### config.mk
export PLATFORM = sky130hd
export DESIGN_NAME = tcp_msg_poller_sched
export DESIGN_NICKNAME = d
export VERILOG_FILES = /design/src/rtl/tcp_msg_poller_sched.sv
export SDC_FILE = /design/constraint.sdc
export NUM_CORES = 1
export LEC_CHECK = 0
export CORE_MARGIN = 4
export CORE_UTILIZATION = 40
export DETAILED_ROUTE_END_ITERATION = 10
export MAX_ROUTING_LAYER = met4
export PLACE_DENSITY = 0.86
export SLEW_MARGIN = 20
export SYNTH_ARGS = -nofsm -noshare
export SYNTH_HDL_FRONTEND = slang
export SYNTH_SLANG_ARGS = --single-unit
### constraint.sdc
create_clock -name clk -period 7.65 [get_ports clk]
set_input_delay 1.9125 -clock clk [delete_from_list [all_inputs] [get_ports clk]]
set_output_delay 1.9125 -clock clk [all_outputs]
set_load 0.05 [all_outputs]
### src/rtl/tcp_msg_poller_sched.sv
// rtl/tcp_msg_poller_sched.sv - per-flow rx data-ready poller: dequeue, read request/pointers, notify or requeue
// One flowid is in flight at a time; all outputs except the dequeue ready are registered.
package tcp_msg_poller_pkg;
  localparam int MAX_FLOW_CNT    = 256;
  localparam int FLOWID_W        = $clog2(MAX_FLOW_CNT);
  localparam int MSG_SRC_X_WIDTH = 8;
  localparam int MSG_SRC_Y_WIDTH = 8;
  localparam int NOC_FBITS_WIDTH = 4;
  localparam int MSG_LEN_W       = 10;

  typedef struct packed {
    logic [MSG_LEN_W-1:0]       length;
    logic [MSG_SRC_X_WIDTH-1:0] dst_x;
    logic [MSG_SRC_Y_WIDTH-1:0] dst_y;
    logic [NOC_FBITS_WIDTH-1:0] dst_fbits;
  } msg_req_mem_struct;
endpackage

module tcp_msg_poller_sched
  import tcp_msg_poller_pkg::*;
#(
  parameter int POLLER_PTR_W = 0,
  // 0 selects the buffer offset width the request-memory length field is built with
  localparam int PTR_W = (POLLER_PTR_W == 0) ? MSG_LEN_W : POLLER_PTR_W
) (
  input  logic                       clk,
  input  logic                       rst,

  input  logic                       msg_req_q_poller_rd_req_val,
  input  logic [FLOWID_W-1:0]        msg_req_q_poller_rd_req_data,
  output logic                       poller_msg_req_q_rd_req_rdy,

  output logic                       poller_msg_req_mem_rd_req_val,
  output logic [FLOWID_W-1:0]        poller_msg_req_mem_rd_req_addr,
  input  logic                       msg_req_mem_poller_rd_req_rdy,

  input  logic                       msg_req_mem_poller_rd_resp_val,
  input  msg_req_mem_struct          msg_req_mem_poller_rd_resp_data,
  output logic                       poller_msg_req_mem_rd_resp_rdy,

  output logic                       poller_ptr_rd_req_val,
  output logic [FLOWID_W-1:0]        poller_ptr_rd_req_flowid,
  input  logic                       ptr_poller_rd_req_rdy,

  input  logic                       ptr_poller_rd_resp_val,
  input  logic [PTR_W:0]             ptr_poller_rd_resp_head,
  input  logic [PTR_W:0]             ptr_poller_rd_resp_commit,
  output logic                       poller_ptr_rd_resp_rdy,

  output logic                       poller_dst_notif_val,
  output logic [FLOWID_W-1:0]        poller_dst_notif_flowid,
  output logic [PTR_W-1:0]           poller_dst_notif_len,
  output logic [MSG_SRC_X_WIDTH-1:0] poller_dst_notif_dst_x,
  output logic [MSG_SRC_Y_WIDTH-1:0] poller_dst_notif_dst_y,
  output logic [NOC_FBITS_WIDTH-1:0] poller_dst_notif_dst_fbits,
  input  logic                       dst_poller_notif_rdy,

  output logic                       poller_msg_req_q_wr_req_val,
  output logic [FLOWID_W-1:0]        poller_msg_req_q_wr_req_data,
  input  logic                       msg_req_q_poller_wr_req_rdy,

  output logic                       poller_active_bitvec_clear_req_val,
  output logic [FLOWID_W-1:0]        poller_active_bitvec_clear_req_flowid
);

  typedef enum logic [2:0] {
    S_IDLE, S_READ_REQ, S_WAIT_RESP, S_DECIDE, S_NOTIFY, S_REQUEUE
  } state_t;

  state_t                     state;
  logic [FLOWID_W-1:0]        flowid_r;
  logic [PTR_W-1:0]           len_r;
  logic [MSG_SRC_X_WIDTH-1:0] dst_x_r;
  logic [MSG_SRC_Y_WIDTH-1:0] dst_y_r;
  logic [NOC_FBITS_WIDTH-1:0] dst_fbits_r;
  logic [PTR_W:0]             head_r;
  logic [PTR_W:0]             commit_r;
  logic [PTR_W:0]             avail;
  logic                       mem_req_done, ptr_req_done;
  logic                       mem_resp_fire, ptr_resp_fire;
  logic                       mem_resp_done, ptr_resp_done;

  // A request is done once it was accepted earlier or is accepted this cycle
  assign mem_req_done  = ~poller_msg_req_mem_rd_req_val | msg_req_mem_poller_rd_req_rdy;
  assign ptr_req_done  = ~poller_ptr_rd_req_val | ptr_poller_rd_req_rdy;
  assign mem_resp_fire = poller_msg_req_mem_rd_resp_rdy & msg_req_mem_poller_rd_resp_val;
  assign ptr_resp_fire = poller_ptr_rd_resp_rdy & ptr_poller_rd_resp_val;
  assign mem_resp_done = ~poller_msg_req_mem_rd_resp_rdy | msg_req_mem_poller_rd_resp_val;
  assign ptr_resp_done = ~poller_ptr_rd_resp_rdy | ptr_poller_rd_resp_val;

  // Wrap bit makes the modular difference exact for a completely full buffer
  assign avail = commit_r - head_r;

  assign poller_msg_req_q_rd_req_rdy           = (state == S_IDLE) & ~rst;
  assign poller_msg_req_mem_rd_req_addr        = flowid_r;
  assign poller_ptr_rd_req_flowid              = flowid_r;
  assign poller_dst_notif_flowid               = flowid_r;
  assign poller_dst_notif_len                  = len_r;
  assign poller_dst_notif_dst_x                = dst_x_r;
  assign poller_dst_notif_dst_y                = dst_y_r;
  assign poller_dst_notif_dst_fbits            = dst_fbits_r;
  assign poller_msg_req_q_wr_req_data          = flowid_r;
  assign poller_active_bitvec_clear_req_flowid = flowid_r;

  always_ff @(posedge clk) begin
    if (rst) begin
      state                              <= S_IDLE;
      flowid_r                           <= '0;
      len_r                              <= '0;
      dst_x_r                            <= '0;
      dst_y_r                            <= '0;
      dst_fbits_r                        <= '0;
      head_r                             <= '0;
      commit_r                           <= '0;
      poller_msg_req_mem_rd_req_val      <= 1'b0;
      poller_ptr_rd_req_val              <= 1'b0;
      poller_msg_req_mem_rd_resp_rdy     <= 1'b0;
      poller_ptr_rd_resp_rdy             <= 1'b0;
      poller_dst_notif_val               <= 1'b0;
      poller_msg_req_q_wr_req_val        <= 1'b0;
      poller_active_bitvec_clear_req_val <= 1'b0;
    end else begin
      poller_active_bitvec_clear_req_val <= 1'b0;
      case (state)
        S_IDLE: begin
          if (msg_req_q_poller_rd_req_val) begin
            flowid_r                      <= msg_req_q_poller_rd_req_data;
            poller_msg_req_mem_rd_req_val <= 1'b1;
            poller_ptr_rd_req_val         <= 1'b1;
            state                         <= S_READ_REQ;
          end
        end
        S_READ_REQ: begin
          if (msg_req_mem_poller_rd_req_rdy) poller_msg_req_mem_rd_req_val <= 1'b0;
          if (ptr_poller_rd_req_rdy)         poller_ptr_rd_req_val         <= 1'b0;
          if (mem_req_done && ptr_req_done) begin
            poller_msg_req_mem_rd_resp_rdy <= 1'b1;
            poller_ptr_rd_resp_rdy         <= 1'b1;
            state                          <= S_WAIT_RESP;
          end
        end
        S_WAIT_RESP: begin
          if (mem_resp_fire) begin
            len_r                          <= PTR_W'(msg_req_mem_poller_rd_resp_data.length);
            dst_x_r                        <= msg_req_mem_poller_rd_resp_data.dst_x;
            dst_y_r                        <= msg_req_mem_poller_rd_resp_data.dst_y;
            dst_fbits_r                    <= msg_req_mem_poller_rd_resp_data.dst_fbits;
            poller_msg_req_mem_rd_resp_rdy <= 1'b0;
          end
          if (ptr_resp_fire) begin
            head_r                 <= ptr_poller_rd_resp_head;
            commit_r               <= ptr_poller_rd_resp_commit;
            poller_ptr_rd_resp_rdy <= 1'b0;
          end
          if (mem_resp_done && ptr_resp_done) state <= S_DECIDE;
        end
        S_DECIDE: begin
          if (avail >= {1'b0, len_r}) begin
            poller_dst_notif_val <= 1'b1;
            state                <= S_NOTIFY;
          end else begin
            poller_msg_req_q_wr_req_val <= 1'b1;
            state                       <= S_REQUEUE;
          end
        end
        S_NOTIFY: begin
          if (dst_poller_notif_rdy) begin
            poller_dst_notif_val               <= 1'b0;
            poller_active_bitvec_clear_req_val <= 1'b1;
            state                              <= S_IDLE;
          end
        end
        S_REQUEUE: begin
          if (msg_req_q_poller_wr_req_rdy) begin
            poller_msg_req_q_wr_req_val <= 1'b0;
            state                       <= S_IDLE;
          end
        end
        default: state <= S_IDLE;
      endcase
    end
  end

endmodule

After elaboration in Yosys (flattened, before gate mapping)
Cells that the tools add are included.
{"block": "op_classes", "muxes": 24, "n_lt_le_gt_ge": 1, "n_reduce_logical": 18, "n_bitwise": 13, "n_addsub": 1, "n_eq_ne": 16}
{"cell": "2-bit != test (second input constant)", "n": 11}
{"cell": "3-bit case mux with 6 select lines", "n": 1}
{"cell": "3-bit AND reduction", "n": 6}
{"cell": "3-bit two-way mux", "n": 5}
{"cell": "1-bit two-way mux", "n": 12}
{"cell": "1-bit case mux with 2 select lines", "n": 6}
{"cell": "11-bit by 10-bit >= comparator with 1-bit output", "n": 1}
{"cell": "11-bit subtractor", "n": 1}
{"cell": "2-bit nonzero test", "n": 4}
{"cell": "3-bit by 2-bit == test with 1-bit output (second input constant)", "n": 2}
{"cell": "3-bit == test (second input constant)", "n": 2}
{"cell": "1-bit NOT", "n": 6}
{"cell": "2-bit AND reduction", "n": 3}
{"cell": "5-bit AND reduction", "n": 1}
{"cell": "1-bit bitwise OR", "n": 4}
{"cell": "1-bit bitwise AND", "n": 3}
{"cell": "3-bit by 1-bit == test with 1-bit output (second input constant)", "n": 1}
{"cell": "3-bit logical NOT", "n": 1}
{"cell": "1-bit logical AND", "n": 2}
{"cell": "2-bit OR reduction", "n": 1}
{"block": "totals", "in_bits": 69, "reg_bits": 70, "output_inout_bits": 78, "elab_cells": 88}

Depth between registers and ports, before layout
{"block": "depth", "ltp_word": 5, "ltp_mapped": 13, "ltp_nobuf": 13}

Least setup slack after synthesis
OpenSTA, ideal clock, no wires.
{"block": "synth_path", "path_kind": "input port to output port", "from": "in rst", "to": "out poller_msg_req_q_rd_req_rdy", "setup_slack_ns": 2.007, "arrival_ns": 3.730, "required_ns": 5.738, "cell_stages": 3, "path_buffers": 2, "cell_sequence": "clkbuf_1 -> clkbuf_1 -> nor4_1"}
{"block": "synth_between", "elab_chain_cells": 2}
{"item": "from (decl)", "line": "27", "text": "input logic rst,"}
{"item": "1-bit NOT", "line": "94", "text": "assign poller_msg_req_q_rd_req_rdy = (state == S_IDLE) & ~rst;"}
{"item": "1-bit bitwise AND", "line": "94"}
{"item": "to (decl)", "line": "31", "text": "output logic poller_msg_req_q_rd_req_rdy,"}
Every way passes these cells.

Worst setup path in the final report
Same ends and word-level chain as after synthesis.

==> flow_metrics.py <==
metrics = {
    "sta": {
        "finalSetupViolations": 0,
        "skew_ns": 0.00889,
        "fmax_ghz": 0.186,
        "setup-tns-final_ns": 0,
        "slew_headroom_pct": 28.6,
        "drv_slew": 0,
        "finalCriticalPeriod_ns": 5.37,
        "rsz0062_at_grt": "false",
        "timing.final.crit_share_pct": 70.2,
        "tightest_slew_ns": 1.07,
        "hold_viol": 0,
    },
    "cts": {
        "cts-resized-gates": 0,
        "cts_buffers": 9,
        "h-tree-depth": 3,
        "cts_root_buf": "clkbuf_8",
        "post_cts_buffers": 0,
        "cts_buffer_depth": 2,
        "cts_sinks": 70,
        "cts_tree": "yes",
        "clk_latency_ns": 0.34,
        "clk_pin_slew_ns": 0.07,
        "cts_hold_buf": 0,
    },
    "synthesis": {
        "synth_xor_area_share_pct": 1.96,
        "ys_seq_area_share_pct": 39.1,
        "synth-compound-area-share_pct": 17.2,
        "synth_top_family_by_area": "simple AND/OR/NAND/NOR gates",
        "syn_avg_cell_area_um2": 7.82,
        "syn_area_um2": 3580,
        "synth_mux_area_share_pct": 0.280,
        "async_flop_share_pct": 0,
        "ys_types": 42,
        "yosysWarnings": 0,
        "synth_cells": 458,
        "synth_nets": 548,
        "synth_adder_area_share_pct": 7.55,
        "synth-simple-area-share_pct": 21.3,
        "ys_ff_latch": 70,
        "synth-edff-count": 0,
        "ys.flop_type": "dfxtp_1",
    },
    "worst_setup_path": {
        "path_cells": "buf_2 -> buf_4 -> nor4_1 -> clkdlybuf4s50_1",
        "crit_slowest_cell": "clkdlybuf4s50_1",
        "r2r_slack_ns": 4.55,
        "critPathKind": "in -> out",
        "crit_family": "buffers and inverters",
        "start_kind": "primary input",
        "critical_path_buf_inv_count": 3,
        "critPathMaxStageDelay_ns": 0.85,
        "worst_ep_required_time_ns": 5.74,
        "cp_max_fo": 72,
        "worstPathArrival_ns": 3.46,
        "end_kind": "primary output",
    },
    "routing": {
        "num_vias": 3349,
        "drt_first_pass_iters": 4,
        "wl_per_cell_um": 13.5,
        "drt-initial-drc-count": 81,
        "ant_nets": 0,
        "drt_wl_total_um": 9110,
        "viasPerCell": 4.95,
        "remaining_drc_errors": 0,
    },
    "final_layout": {
        "final_common_cell": "clkdlybuf4s50_1",
        "drive_gt1_share_pct": 4.05,
        "final_nets": 653,
        "area_growth_pct": 42.6,
        "layout_common_cells": "clkdlybuf4s50_1, nand2_1, dfxtp_1",
        "n_antenna_cell": 0,
    },
    "global_routing": {
        "first_global_vias": 3191,
        "grtUsageTotal_pct": 17.9,
        "overflow": 0,
        "grt_start_max_net_pins": 73,
        "antenna_found_initial": 0,
        "grt_pass1_wl_um": 14700,
    },
    "run": {
        "drv_cap": 0,
    },
    "power": {
        "p_leak_nw": 1.82,
        "total_power_mw": 1.02,
        "power.density_nw_per_um2": 200,
        "ir_drop_v": 0.000105,
    },
    "floorplanning": {
        "die_area_um2": 10500,
        "pin_count": 147,
        "die_h_um": 103,
        "num_rows": 34,
        "die_w_um": 103,
        "core_area_um2": 8720,
        "start_util_pct": 41.0,
    },
    "placed_design": {
        "numPortBuffers": 146,
        "gp_congestion": 0.766,
        "dpl.hpwl_um": 6950,
    },
    "outcome": {
        "status": "finished, final reports clean",
    },
    "hold_path": {
        "worst_hold_path_type": "reg -> reg",
    },
}
-- worst register-to-register path: cells and delay by family (launching register included) --
kind,cells,cell delay (ns)
buffers and inverters,1,0.05
xor gates and xnor gates,1,0.20
adders and majority gates,3,0.94
and+or+nand+nor,3,0.52
AOI/OAI and AO/OA,5,0.98
DFF,1,0.33
-- synthesized netlist by cell type (3+ instances only) --
master / instances / share of area [%]
nand2_1: 130 / 14
dfxtp_1: 70 / 39
a21oi_1: 69 / 9.6
buf_4: 38 / 8.0
inv_1: 27 / 2.8
ha_1: 20 / 7.0
nor2_1: 12 / 1.3
clkbuf_1: 8 / 0.84
buf_2: 7 / 0.98
nand2b_1: 6 / 1.0
nand3_1: 5 / 0.70
nor2b_1: 5 / 0.87
o21a_1: 5 / 1.0
o21ai_0: 5 / 0.70
and3_1: 4 / 0.70
nor4_1: 4 / 0.70
xnor2_1: 4 / 0.98
xor2_1: 4 / 0.98
a21o_1: 3 / 0.63
or3_1: 3 / 0.52
-- layout make-up --
class                      count  area [um2]
sequential                    70        1400
clock inverter                 6         133
tap                          108         135
multi-input combinational    308        1730
inverter                      27         101
clock buffer                  10         138
timing repair buffer         147        1460
fill                         784        3620
-- sequential cells by signal (all words and copies together), names as in the netlist, 3 cells and up --
register / flops
commit_r: 11
head_r: 11
poller_dst_notif_len: 10
poller_active_bitvec_clear_req_flowid: 8
poller_dst_notif_dst_x: 8
poller_dst_notif_dst_y: 8
poller_dst_notif_dst_fbits: 4
state: 3
-- metal layers --
layer  GRT usage (%)  part of all wire [%]  up-vias
met2            31.2                    48      131
met5               -                     0        -
li1                -                     -     1693
met3            3.65                   7.7       17
met4            7.27                   2.1        0
met1            20.0                    42     1508
-- logic make-up after synthesis --
family,Yosys count
and+or+nand+nor,177
AOI/OAI and AO/OA,101
buffers and inverters,80
DFF,70
adders and majority gates,21
xor gates and xnor gates,8
muxes,1
-- final timing paths --
path / to / depth (start not counted) / start
worst min register to register: head_r[7]$_SDFFE_PP0P_ / 2 / head_r[7]$_SDFFE_PP0P_
worst min-delay path: head_r[7]$_SDFFE_PP0P_ / 2 / head_r[7]$_SDFFE_PP0P_
worst max-delay path: poller_msg_req_q_rd_req_rdy / 4 / rst
worst max register to register: poller_dst_notif_val$_SDFFE_PP0P_ / 13 / commit_r[0]$_SDFFE_PP0P_
-- where the power goes --
group          internal (mW)  switching (mW)  total, mW
Clock                  0.258           0.138      0.396
Combinational         0.0957           0.140      0.235
Sequential             0.375          0.0140      0.389
-- through the flow --
step	setup WS (ns)	hold WS, ns	instances	util [%]	instance area, um2
finish	2.28	0.457	676	58.5	5100
global route	2.19	0.468	676	58.5	5100
CTS	2.27	0.456	676	58.5	5100
detailed placement	2.28	0.446	660	55.4	4830
global placement	2.30	0.443	660	55.4	4830
floorplan	2.01	0.436	458	-	3580
(Power assumes the default switching activity.)
